--- config.mk ---
export PLATFORM = sky130hd
export DESIGN_NAME = ram_arbiter
export DESIGN_NICKNAME = d
export VERILOG_FILES = /design/src/rtl/ram_arb_pkg.sv /design/src/rtl/rr_arb2.sv /design/src/rtl/ram_arbiter.sv
export SDC_FILE = /design/constraint.sdc
export NUM_CORES = 1
export LEC_CHECK = 0
export CORE_ASPECT_RATIO = 0.75
export CORE_MARGIN = 2
export CORE_UTILIZATION = 31
export DETAILED_ROUTE_END_ITERATION = 6
export GPL_TIMING_DRIVEN = 0
export PLACE_DENSITY = 0.86
export SLEW_MARGIN = 20
export SYNTH_ARGS = -nofsm -noshare
export SYNTH_HDL_FRONTEND = slang
export SYNTH_SLANG_ARGS = --single-unit
export TNS_END_PERCENT = 50
--- constraint.sdc ---
create_clock -name clk -period 2.4 [get_ports clk]
set_input_delay 0.36 -clock clk [delete_from_list [all_inputs] [get_ports clk]]
set_output_delay 0.36 -clock clk [all_outputs]
set_load 0.01 [all_outputs]
--- src/rtl/ram_arb_pkg.sv ---
// Shared types and default widths for the two-port RAM arbiter.
package ram_arb_pkg;

  localparam int ADDR_W = 15;  // word address width, 32768-deep RAM
  localparam int DATA_W = 16;  // word width

  typedef enum logic {
    PORT_A = 1'b0,
    PORT_B = 1'b1
  } port_e;

  typedef struct packed {
    logic [ADDR_W-1:0] addr;
    logic              we;
    logic [DATA_W-1:0] wdata;
  } ram_req_t;

endpackage

--- src/rtl/rr_arb2.sv ---
// Two-requester round-robin grant logic. Grant is combinational from the
// requests; the last_grant register advances only on a completed handshake.
module rr_arb2
  import ram_arb_pkg::*;
(
  input  logic       clk,
  input  logic       rst,
  input  logic [1:0] req,
  input  logic       accept,
  output logic [1:0] gnt
);

  port_e last_grant;

  // A lone requester wins; on a tie the port not granted most recently wins.
  always_comb begin
    // NOTE: give every always_comb output a default first so no path leaves it unassigned (no latch).
    gnt = 2'b00;
    case (req)
      2'b01:   gnt = 2'b01;
      2'b10:   gnt = 2'b10;
      2'b11:   gnt = (last_grant == PORT_B) ? 2'b01 : 2'b10;
      default: gnt = 2'b00;
    endcase
  end

  // Remember the winner of each completed handshake; B after reset so A wins the first tie.
  always_ff @(posedge clk or posedge rst) begin
    // NOTE: sequential state uses non-blocking assignments so every register samples pre-edge values.
    if (rst) begin
      last_grant <= PORT_B;
    end else if (accept) begin
      last_grant <= gnt[1] ? PORT_B : PORT_A;
    end
  end

endmodule

--- src/rtl/ram_arbiter.sv ---
// Two-port round-robin arbiter in front of a single-port synchronous-read RAM.
// Port A and port B share the RAM; the granted request drives the RAM
// combinationally and read data returns to the issuing port one cycle later.
// Optional feature: define RAM_ARB_WRITE_ACK_EN to make every accepted write
// return a one-cycle response with zero data.
module ram_arbiter
  import ram_arb_pkg::*;
(
  input  logic              clk,
  input  logic              rst,
  input  logic              a_req_valid,
  output logic              a_req_ready,
  input  logic [ADDR_W-1:0] a_addr,
  input  logic              a_we,
  input  logic [DATA_W-1:0] a_wdata,
  output logic              a_rsp_valid,
  output logic [DATA_W-1:0] a_rdata,
  input  logic              b_req_valid,
  output logic              b_req_ready,
  input  logic [ADDR_W-1:0] b_addr,
  input  logic              b_we,
  input  logic [DATA_W-1:0] b_wdata,
  output logic              b_rsp_valid,
  output logic [DATA_W-1:0] b_rdata,
  output logic [ADDR_W-1:0] ram_address,
  output logic [DATA_W-1:0] ram_data,
  output logic              ram_write_enable,
  input  logic [DATA_W-1:0] ram_data_out
);

  logic [1:0]        gnt;
  logic              accept;   // a handshake completes at the next edge
  logic              issue;    // the accepted request expects a response
  ram_req_t          a_req;
  ram_req_t          b_req;
  ram_req_t          sel_req;
  logic [ADDR_W-1:0] last_addr;
  logic              pend_valid;
  port_e             pend_port;
  logic [DATA_W-1:0] rsp_data;

  rr_arb2 u_rr_arb2 (
    .clk    (clk),
    .rst    (rst),
    .req    ({b_req_valid, a_req_valid}),
    .accept (accept),
    .gnt    (gnt)
  );

  assign a_req = '{addr: a_addr, we: a_we, wdata: a_wdata};
  assign b_req = '{addr: b_addr, we: b_we, wdata: b_wdata};

  // Grants are only ever raised for valid requesters, so any grant is a handshake.
  assign a_req_ready = gnt[0];
  assign b_req_ready = gnt[1];
  assign accept      = |gnt;
  assign sel_req     = gnt[1] ? b_req : a_req;

  // With no grant the address holds its last granted value and nothing is written.
  assign ram_address      = accept ? sel_req.addr : last_addr;
  assign ram_data         = sel_req.wdata;
  assign ram_write_enable = accept & sel_req.we & ~rst;

`ifdef RAM_ARB_WRITE_ACK_EN
  logic pend_we;

  assign issue    = accept;
  assign rsp_data = pend_we ? '0 : ram_data_out;

  // Track whether the pending response belongs to a write, which returns zero data.
  always_ff @(posedge clk or posedge rst) begin
    if (rst) begin
      pend_we <= 1'b0;
    end else if (accept) begin
      pend_we <= sel_req.we;
    end
  end
`else
  assign issue    = accept & ~sel_req.we;
  assign rsp_data = ram_data_out;
`endif

  // Pending-response pipeline and held address; reset drops any in-flight read.
  always_ff @(posedge clk or posedge rst) begin
    if (rst) begin
      pend_valid <= 1'b0;
      pend_port  <= PORT_A;
      last_addr  <= '0;
    end else begin
      pend_valid <= issue;
      if (accept) begin
        pend_port <= gnt[1] ? PORT_B : PORT_A;
        last_addr <= sel_req.addr;
      end
    end
  end

  assign a_rsp_valid = pend_valid & (pend_port == PORT_A);
  assign b_rsp_valid = pend_valid & (pend_port == PORT_B);
  assign a_rdata     = a_rsp_valid ? rsp_data : '0;
  assign b_rdata     = b_rsp_valid ? rsp_data : '0;

endmodule

==> impl_results.md <==
* # hold bufs at CTS at 0
* Worst path top cell family by delay: buffers and inverters
* Async S/R FF share, synth at 100%
* Worst path max stage delay at approximately 0.50 ns
* Final Skew at between 0.004 and 0.005 ns
* ANT cells at 0
* Fin. Hold Viols at 0
* Die height at 63.0 microns
* Max Slew Vio Count at 0
* Crit path cell chain: clkdlybuf4s15_1, a21boi_2, buf_6, buf_8, mux2_4, clkdlybuf4s50_1
* Starting Density at about a third
* Root Driver: clkbuf_8
* Largest net degree at the start of global routing at 19
* CP Buf/Inv Count at 4
* Post-route DRC at 0
* Synthesized Nets at approximately 220
* Die area at between 5000 and 6000 sq um
* RSZ-0062 raised after global routing: no
* TNS Setup at 0 ns
* Max transition margin at between 50% and 60%
* Max stage delay cell, worst path: clkdlybuf4s50_1
* CTS Buf Count at 3
* Hold path start: u_rr_arb2.last_grant$_DFFE_PP1N_
* Worst-Skew Late Latency at between 0.2 and 0.3 ns
* IO Port Bufs at 150
* Worst Setup End Kind: primary output
* Initial antenna violation count at 0
* GR Util All Layers at about a fifth
* Status: finished, final reports clean
* Worst vdd ir at 0.317 mV
* TritonCTS clock tree: yes
* Worst hold path class: reg -> reg
* CTS Buffer Depth at 2
* Min Clock Period, post-route at between 2 and 2.5 ns
* Synthesized instance count at between 100 and 150
* Pwr per Cell Area at approximately 400 nW/um^2
* First-pass GRT wire length at just over 8 mm
* Final period util at between 90% and 100%
* Critical path origin: b_req_valid
* Area after DPL at approximately 3000 sq um
* Sequential fraction of the synthesis area at between 30% and 40%
* Average cell area after synthesis at between 10 and 15 sq um
* Routability cong. at between 0.8 and 0.9
* Starting DRC count in detailed routing at 46
* Vias per inst at about 4.8
* Register bit total from synthesis at 18
* Yosys cell types at 24
* CTS Sinks at 18
* Start of the worst register-to-register path: u_rr_arb2.last_grant$_DFFE_PP1N_
* Via count at 1,680
* Floorplan row count at 21
* Arrival @ worst endpoint at 1.97 ns
* Post-route cell area at between 3000 and 4000 sq um
* Post-route ant nets at 0
* CP Max Fanout at 10
* Fin util at 68.8%
* Final #Nets at between 300 and 400
* WL final at about 5.4 mm
* H-tree Lvls at 1
* CP startpoint kind: input port
* Final setup viols at 0
* Critical path type: in -> out
* Core ar. at about 4500 sq um
* Leak at 1.32 nW
* Tightest Pin Transition at between 0.6 and 0.7 ns
* R2r setup slk at approximately 0.91 ns
* Fill cells at around 360
* Synth-to-Final Area Change at 114%
* Layout cells sized above 1 at between 10% and 20%
* Die Wd at a little over 80 microns
* DRT Pass-1 Iters at 4
* Post-Syn Area at between 1000 and 1500 sq um
* Num ports at around 150
* Vias in the first global route at 1,653
* F_max at between 400 and 500 MHz
* GRT Residual Overflow at 0
* Crit path required time at roughly 2 ns
* WL/cell at 15.6 microns
* Post-DP HPWL at roughly 4.3 mm
* Main synth FF type: dfrtp_1
* Hold_ws at roughly 0.49 ns
* Yosys warns at 0
* Reg clk slew, reported paths at about 0.07 ns
* Max-cap violation count at 0
* Post-synth EDFFs at 0
-- state kept, by name, summed over array words and instances (netlist names) --
name	count
last_addr	15
pend_valid	1
u_rr_arb2.last_grant	1
pend_port	1
-- per-layer routing --
| layer | track usage, % | wire, microns | vias to the layer above |
|---|---|---|---|
| met3 | 5.20 | 488 | 4 |
| met5 | 0 | 0 | - |
| met1 | 26.3 | 2400 | 769 |
| li1 | - | - | 828 |
| met2 | 33.8 | 2520 | 79 |
| met4 | 2.05 | 21 | 0 |
-- tightest hold or removal path: cells and delay by family (launching register included) --
| family | cells | cell delay [ns] |
|---|---|---|
| AOI/OAI and AO/OA | 1 | 0.06 |
| buffers and inverters | 1 | 0.04 |
| DFF | 1 | 0.38 |
-- cells by family (layout without fill, tap and decap cells) --
logic type	Yosys count	after routing	share of synthesized area (%)
AOI/OAI and AO/OA	35	35	23.6
buffers and inverters	17	171	7.66
DFF	18	18	31.4
muxes	16	16	14.4
and+or+nand+nor	52	52	22.9
-- layout make-up --
type	count	area, sq um	area share, %
timing repair buffer	150	1500	48.7
multi-input combinational	103	876	28.5
sequential	18	453	14.7
buffer	13	108	3.50
tap	57	71.3	2.32
clock buffer	4	55.1	1.79
inverter	4	15.0	0.488
-- power by group --
| group | internal [W] | switching (W) | total [W] |
|---|---|---|---|
| logic | 0.000398 | 0.000229 | 0.000627 |
| clock network | 0.000146 | 0.0000983 | 0.000244 |
| registers | 0.000344 | 0.0000164 | 0.000361 |
-- worst paths after layout --
path | to | cells past startpoint
max | ram_data[12] | 6
min | u_rr_arb2.last_grant$_DFFE_PP1N_ | 2
max reg2reg | last_addr[13]$_DFF_PP0_ | 5
min reg2reg | u_rr_arb2.last_grant$_DFFE_PP1N_ | 2
max in group asynchronous | pend_port$_DFFE_PP0N_ | 2
min in group asynchronous | pend_valid$_DFF_PP0_ | 2
-- repair_timing --
action,4_1_cts,5_1_grt
cloned,0,0
setup endpoints to repair,32,17
gates resized for setup,12,6
pin swaps,0,0
setup buffers,0,0
hold endpoints to repair,0,0
-- cell usage after synthesis (2+ instances only) --
master | count | area [sq um]
buf_6 | 3 | 33.8
buf_2 | 4 | 20.0
and2_1 | 17 | 106
inv_1 | 4 | 15.0
o221a_2 | 15 | 169
nor2b_1 | 15 | 93.8
mux2_4 | 7 | 105
and3_1 | 16 | 100
a211o_1 | 15 | 131
dfrtp_1 | 17 | 425
buf_4 | 2 | 15.0
clkbuf_1 | 3 | 11.3
mux2_2 | 9 | 101
-- stage by stage --
stage	setup slack, ns	cells	total power, W
CTS	0.0111	349	0.00124
detailed placement	-0.228	345	0.00100
global route	0.00303	349	0.00130
floorplan	0.794	138	0.000634
global placement	-0.228	345	0.000997
finish	0.0719	349	0.00123
-- layout by cell type, fill, tap and decap left out, types with 2 or more instances in the layout --
cell | Yosys | final
clkbuf_1 | 3 | 3
dfrtp_1 | 17 | 16
a211o_1 | 15 | 15
and3_1 | 16 | 16
clkdlybuf4s50_1 | 0 | 139
o221a_2 | 15 | 15
and2_1 | 17 | 17
buf_6 | 3 | 5
mux2_4 | 7 | 7
dlymetal6s2s_1 | 0 | 2
dlygate4sd2_1 | 0 | 8
buf_2 | 4 | 2
mux2_2 | 9 | 9
nor2b_1 | 15 | 15
buf_4 | 2 | 2
inv_1 | 4 | 4
clkbuf_8 | 0 | 4
Power figures use the tool's default switching activity.
